`src/rtl/conv_pass_sequencer.sv`:
```
// Two-pass transposing blur sequencer with host/engine SRAM arbitration.
// Define CONV_TIMEOUT_EN to add a per-pass watchdog that aborts to FINISH.
package conv_pkg;
  typedef struct packed {
    logic       write_en;
    logic [7:0] row;
    logic [7:0] col;
    logic [7:0] wdata;
  } img_sram_ctrl_t;
endpackage

module conv_pass_sequencer
  import conv_pkg::*;
#(
  parameter int          MIN_DIM        = 6,
  parameter logic [19:0] TIMEOUT_CYCLES = 20'd200000
) (
  input  logic           clk,
  input  logic           rstn,
  input  logic           start,
  input  logic [7:0]     nrows,
  input  logic [7:0]     ncols,
  input  logic [2:0]     sigma,
  output logic           busy,
  output logic           done,
  output logic           err,
  output logic           conv_rstn,
  output logic [7:0]     conv_nrows,
  output logic [7:0]     conv_ncols,
  output logic [2:0]     conv_sigma,
  output logic           conv_transpose,
  input  logic           conv_busy,
  input  img_sram_ctrl_t conv_src_ctrl,
  input  img_sram_ctrl_t conv_dst_ctrl,
  output logic [7:0]     conv_src_dout,
  input  logic           host_req,
  input  logic           host_sel,
  input  img_sram_ctrl_t host_ctrl,
  output logic           host_gnt,
  output logic [7:0]     host_dout,
  output img_sram_ctrl_t img_ctrl,
  input  logic [7:0]     img_dout,
  output img_sram_ctrl_t buf_ctrl,
  input  logic [7:0]     buf_dout
);

  localparam logic [7:0] MIN_D = 8'(MIN_DIM);

  typedef enum logic [2:0] {
    IDLE, P1_ARM, P1_WAIT, P1_RUN,
    P2_ARM, P2_WAIT, P2_RUN, FINISH
  } state_t;

  state_t     state, next;
  logic [7:0] nrows_q, ncols_q;
  logic [2:0] sigma_q;
  logic       dims_ok, accept, reject;
  logic       tmo, err_set;
  logic       idle, p1, p2, arm;

  assign idle    = state == IDLE;
  assign p1      = state inside {P1_ARM, P1_WAIT, P1_RUN};
  assign p2      = state inside {P2_ARM, P2_WAIT, P2_RUN};
  assign arm     = state inside {P1_ARM, P2_ARM};
  assign dims_ok = (nrows >= MIN_D) && (ncols >= MIN_D);
  assign accept  = idle && start && dims_ok;
  assign reject  = idle && start && !dims_ok;

`ifdef CONV_TIMEOUT_EN
  logic [19:0] tmo_cnt;
  logic        active;

  assign active = state inside {P1_WAIT, P1_RUN, P2_WAIT, P2_RUN};
  assign tmo    = active && (tmo_cnt >= TIMEOUT_CYCLES - 20'd1);

  always_ff @(posedge clk or negedge rstn) begin
    if (!rstn)       tmo_cnt <= '0;
    else if (arm)    tmo_cnt <= '0;
    else if (active) tmo_cnt <= tmo_cnt + 20'd1;
  end
`else
  assign tmo = 1'b0 && (TIMEOUT_CYCLES != '0);
`endif

  always_comb begin
    next    = state;
    err_set = 1'b0;
    unique case (state)
      IDLE:    if (accept) next = P1_ARM;
      P1_ARM:  next = P1_WAIT;
      P1_WAIT: if (conv_busy) next = P1_RUN;
      P1_RUN:  if (!conv_busy) next = P2_ARM;
      P2_ARM:  next = P2_WAIT;
      P2_WAIT: if (conv_busy) next = P2_RUN;
      P2_RUN:  if (!conv_busy) next = FINISH;
      FINISH:  next = IDLE;
      default: next = IDLE;
    endcase
    if (tmo) begin
      next    = FINISH;
      err_set = 1'b1;
    end
  end

  always_ff @(posedge clk or negedge rstn) begin
    if (!rstn) begin
      state     <= IDLE;
      busy      <= 1'b0;
      done      <= 1'b0;
      err       <= 1'b0;
      conv_rstn <= 1'b0;
      nrows_q   <= '0;
      ncols_q   <= '0;
      sigma_q   <= '0;
    end else begin
      state     <= next;
      busy      <= next != IDLE;
      done      <= next == FINISH;
      conv_rstn <= next inside {P1_WAIT, P1_RUN, P2_WAIT, P2_RUN};
      if (accept) begin
        nrows_q <= nrows;
        ncols_q <= ncols;
        sigma_q <= sigma;
        err     <= 1'b0;
      end else if (reject || err_set) begin
        err <= 1'b1;
      end
    end
  end

  assign conv_nrows     = p2 ? ncols_q : nrows_q;
  assign conv_ncols     = p2 ? nrows_q : ncols_q;
  assign conv_sigma     = sigma_q;
  assign conv_transpose = 1'b1;
  assign host_dout      = host_sel ? buf_dout : img_dout;

  // Host only reaches an SRAM when idle, not starting and out of reset.
  always_comb begin
    img_ctrl      = '0;
    buf_ctrl      = '0;
    conv_src_dout = img_dout;
    host_gnt      = 1'b0;
    unique case (1'b1)
      p1: begin
        img_ctrl = conv_src_ctrl;
        buf_ctrl = conv_dst_ctrl;
      end
      p2: begin
        buf_ctrl      = conv_src_ctrl;
        img_ctrl      = conv_dst_ctrl;
        conv_src_dout = buf_dout;
      end
      idle: begin
        host_gnt = rstn && host_req && !start;
        if (host_gnt) begin
          if (host_sel) buf_ctrl = host_ctrl;
          else          img_ctrl = host_ctrl;
        end
      end
      default: ;
    endcase
    if (arm) begin
      img_ctrl.write_en = 1'b0;
      buf_ctrl.write_en = 1'b0;
    end
  end

endmodule
```
`config.mk`:
```
export PLATFORM = sky130hd
export DESIGN_NAME = conv_pass_sequencer
export DESIGN_NICKNAME = d
export VERILOG_FILES = /design/src/rtl/conv_pass_sequencer.sv
export SDC_FILE = /design/constraint.sdc
export NUM_CORES = 1
export LEC_CHECK = 0
export CORE_MARGIN = 8
export CORE_UTILIZATION = 35
export CTS_BUF_LIST = sky130_fd_sc_hd__clkbuf_16
export CTS_CLUSTER_SIZE = 30
export DETAILED_ROUTE_END_ITERATION = 6
export GPL_TIMING_DRIVEN = 0
export PLACE_DENSITY = 0.95
export REMOVE_ABC_BUFFERS = 1
export SLEW_MARGIN = 20
export SYNTH_ARGS = -nofsm -noshare
export SYNTH_HDL_FRONTEND = slang
export SYNTH_SLANG_ARGS = --single-unit
```
`constraint.sdc`:
```
create_clock -name clk -period 5.54 [get_ports clk]
set_clock_uncertainty 0.05 [all_clocks]
set_input_delay 1.108 -clock clk [delete_from_list [all_inputs] [get_ports clk]]
set_output_delay 1.108 -clock clk [all_outputs]
set_load 0.01 [all_outputs]
```
=== Word-level counts from Yosys, hierarchy flattened ===
Cells that the tools add are included.

* Flip-flop bits (word level): 26
* Output and inout bits: 91
* Word-level logic and storage cells: 58

* Magnitude comparators: 2
* Equality and inequality tests: 12
* Multiplexer cells: 21
* Reductions and logical operators: 15

{| class="wikitable"
|+ Operators by type and width
! operator !! count
|-
| $pmux 25 s3 || 2
|-
| $mux 25 || 4
|-
| $mux 8 || 4
|-
| $pmux 3 s8 || 1
|-
| $eq 3x3->1 const B || 7
|-
| $ge 8x3->1 const B || 2
|-
| $mux 3 || 5
|-
| $eq 3x2->1 const B || 4
|-
| $reduce_bool 3->1 || 3
|-
| $logic_and 1x1->1 || 6
|-
| $mux 1 || 5
|-
| $reduce_bool 2->1 || 2
|-
| $reduce_bool 4->1 || 1
|-
| $eq 3x1->1 const B || 1
|-
| $logic_not 3->1 || 1
|-
| $logic_not 1->1 || 2
|}

=== Longest topological paths before layout ===
Gate-level depths: netlist of run 1.

* Depth after elaboration: 7
* Mapped depth: 7

=== Worst setup path after synthesis of run 1 ===
No wires, ideal clock.

* Kind: input -> output
* Start point: input port host_sel
* End point: output port buf_ctrl[19] (netlist bit)
* Arrival time: 2,273 ps
* Path slack: 2,109 ps
* Stages: 5
* Buffers on the path: 2
* Cells stage by stage: clkbuf_1 -> nor4b_4 -> buf_2 -> a222oi_1 -> inv_1

{| class="wikitable"
|+ RTL lines
! element !! line !! source
|-
| start, declared || 37 || <nowiki>input logic host_sel,</nowiki>
|-
| end, declared || 43 || <nowiki>output img_sram_ctrl_t buf_ctrl,</nowiki>
|}

==> flow_metrics.py, run 1 <==
metrics = {
    "global_routing": {
        "grt_antenna_before_repair": 0,
        "grt_pass1_wl_um": 16770,
        "grt_max_degree": 47,
        "grt_use_total_pct": 21.40,
        "grt_pass1_vias": 3038,
        "grt.overflow.total": 0,
    },
    "cts": {
        "root_buffer": "clkbuf_16",
        "clkSinkCount": 26,
        "clkTransAtPathRegs_ns": 0.06,
        "post_cts_resized": 0,
        "tritoncts": "built",
        "cts_setup_buffers": 0,
        "cts_made_buffers": 3,
        "clkLatencyLatePin_ns": 0.25,
        "cts_buffer_depth": 2,
        "hold_buffers": 0,
        "cts_max_level": 1,
    },
    "yosys": {
        "synth.area.mux_share_pct": 26.36,
        "synth_seq_cells": 26,
        "synth_compound_area_share_pct": 25.94,
        "synthDistinctLibCells": 33,
        "synth-simple-area-share_pct": 6.564,
        "syn_avg_cell_area_um2": 9.807,
        "yosys_warnings": 0,
        "yosys.area_share.adder_pct": 0.4235,
        "ys_seq_area_share_pct": 27.53,
        "syn_area_mm2": 0.002364,
        "postSynthCellCount": 241,
        "synth_xor_area_share_pct": 0,
        "synth_top_family_by_area": "multiplexers",
    },
    "routing": {
        "viasPerCell": 5.728,
        "first_iter_violations": 345,
        "wirelength_um": 10990,
        "vias": 2927,
        "drc": 8,
        "route.detailed.wl_per_inst_um": 21.51,
        "first_pass_iters": 7,
        "ant_nets": 0,
    },
    "power_and_ir_drop": {
        "comb_power_share_pct": 77.0,
        "p_int_mw": 1.414,
        "pwr-share-clk_pct": 6.8,
        "ir_worst_vdd_mv": 0.4041,
        "switching_share_pct": 38.70,
        "p_sw_mw": 0.8925,
        "total_power_mw": 2.306,
        "powerDensity_mw_per_mm2": 504.4,
        "p_leak_nw": 1.998,
        "power.sequential.fraction_pct": 16.2,
    },
    "placement": {
        "dpl_cell_area_mm2": 0.004493,
        "dp_hpwl_um": 8846,
        "io_buffers": 205,
        "numPlacedInstances": 507,
        "gp_congestion": 0.8580,
    },
    "hold_path": {
        "min_from": "err",
        "hold_path_end": "err",
        "worstHoldPathType": "reg2reg",
        "hold_depth": 1,
    },
    "layout": {
        "mostFrequentLayoutCell": "clkdlybuf4s50_1",
        "final_cells": 511,
        "final.fill_count": 500,
        "utilization_pct": 68.43,
        "final_cell_mix": "204 x clkdlybuf4s50_1, 50 x inv_1, 50 x a222oi_1, 34 x mux2_2, 26 x dfrtp_1",
        "syn2layout_area_growth_pct": 93.44,
        "fin_area_mm2": 0.004572,
        "diodes": 0,
        "layout-drive-gt1-share_pct": 15.55,
        "nNetsFinal": 548,
    },
    "die": {
        "die_area_mm2": 0.009638,
        "die_x_um": 98.18,
        "start_util_pct": 35.37,
        "die_h_um": 98.18,
        "core_mm2": 0.006681,
        "fp-row-count": 30,
        "pin_count": 207,
    },
    "sta": {
        "timing.final.crit_share_pct": 87.53,
        "whs_ns": 0.4533,
        "rsz0062_at_grt": "no",
        "fmax_ghz": 0.2062,
        "worstMarginPinSlew_ns": 0.7004,
        "finalSetupViolations": 0,
        "slew_headroom_pct": 53.15,
        "maxSlewViolCount": 0,
        "period_needed_ns": 4.849,
        "finalHoldViolations": 0,
    },
    "setup_path": {
        "reg2reg_from": "state[2]",
        "reg2reg_slack_ns": 3.06,
        "reg2regPathDepth": 6,
        "cp.arrival_ns": 3.69,
        "worstPathMaxFanout": 15,
        "path_class": "in2out",
        "setup.worst_path.start_class": "input port",
        "rr_endpoint": "nrows_q[2]",
        "endpoint_kind": "output pin",
        "crit_required_ns": 4.38,
    },
    "run_status": {
        "failed_checks": "design-rule violations",
        "status": "complete, but fails checks",
    },
    "flow_run": {
        "max_cap_viol_count": 0,
    },
}
==> cells by family after synthesis <==
kind of cell    Yosys count
simple gates             24
mux                      50
buf+inv                  75
compound gates           64
flops                    26
fa+ha+maj                 1
other cells               1
==> metal layers <==
layer | global-route usage (%) | vias up | share of wire [%]
met2 | 39.30 | 183 | 51
met5 | 0 | - | 0
li1 | - | 1323 | -
met4 | 6.257 | 0 | 2.4
met3 | 5.050 | 18 | 9.9
met1 | 23.82 | 1403 | 37
==> worst max path at each step <==
| stage | startpoint | to | slack [ns] | depth (start not counted) |
|---|---|---|---|---|
| 3_3_place_gp | rstn | img_ctrl[0] | -0.52 | 6 |
| 5_1_grt | rstn | buf_ctrl[24] | 0.53 | 7 |
| 6_report | host_sel | buf_ctrl[24] | 0.69 | 6 |
| 3_5_place_dp | host_sel | buf_ctrl[24] | 0.72 | 6 |
| 4_1_cts | host_sel | buf_ctrl[24] | 0.70 | 6 |
| 2_1_floorplan | state[1] | buf_ctrl[24] | 1.73 | 4 |
==> through the flow <==
| step | setup slack (ns) | setup TNS, ns |
|---|---|---|
| after floorplan | 1.731 | 0 |
| after global placement | -0.5250 | -20.40 |
| after detailed placement | 0.7181 | 0 |
| after CTS | 0.7004 | 0 |
| after global routing | 0.5274 | 0 |
| final | 0.6906 | 0 |
==> cells in the mapped netlist (all sizes together) <==
library cell / count / area [um2]
buf: 9 / 60.06
o21ai: 4 / 20.02
and3: 2 / 12.51
nand3: 1 / 5.000
o21a: 1 / 7.510
a22o: 1 / 8.760
a21oi: 3 / 15.01
conb: 1 / 3.750
inv: 50 / 187.7
a211oi: 1 / 20.02
o211ai: 1 / 7.510
clkbuf: 16 / 60.06
nor4b: 1 / 23.77
a221oi: 1 / 8.760
o41ai: 1 / 16.27
dfrtp: 26 / 650.6
a211o: 1 / 8.760
nand2: 3 / 11.26
mux2: 50 / 623.1
nor2b: 1 / 6.260
maj3: 1 / 10.01
or2: 1 / 6.260
or3: 1 / 6.260
and2: 1 / 6.260
nand2b: 2 / 12.51
a222oi: 50 / 500.5
nor2: 6 / 22.52
nor3: 3 / 15.01
nor4: 2 / 27.53
==> worst max-delay path: stages <==
cell and delay (ns):
clkdlybuf4s50_1 0.80, nor4b_4 0.66, buf_4 0.34, a222oi_1 0.10, nor2_1 0.13, clkdlybuf4s50_1 0.56
==> power by group through the flow <==
stage / sequential (mW) / clock, mW / combinational [mW]
3_3_place_gp: 0.362 / 0 / 1.70
6_report: 0.374 / 0.156 / 1.78
4_1_cts: 0.373 / 0.159 / 1.79
5_1_grt: 0.390 / 0.168 / 1.88
2_1_floorplan: 0.356 / 0 / 0.829
3_5_place_dp: 0.373 / 0 / 1.78
==> cell type report <==
class                           count  area, um2  area share [%]
Inverter                           50      187.7           4.105
Timing Repair Buffer              211       2128           46.55
Clock inverter                      1      3.754         0.08210
Clock buffer                        3      75.07           1.642
Tap cell                           80      100.1           2.189
Multi-Input combinational cell    140       1426           31.20
Sequential cell                    26      650.6           14.23
==> sequential cells by signal (all words and copies together) (netlist names) <==
register and cells:
nrows_q 8, conv_rstn 1, busy 1, done 1, conv_sigma 3, ncols_q 8
state 3, err 1
Power figures use the tool's default switching activity.
==> inputs of run 2 (changes only) <==
Settings changed: CAP_MARGIN from default to 20, TNS_END_PERCENT from default to 100.
==> results of run 2 <==
Final layout, timing and power as in run 1 (identical DEF).
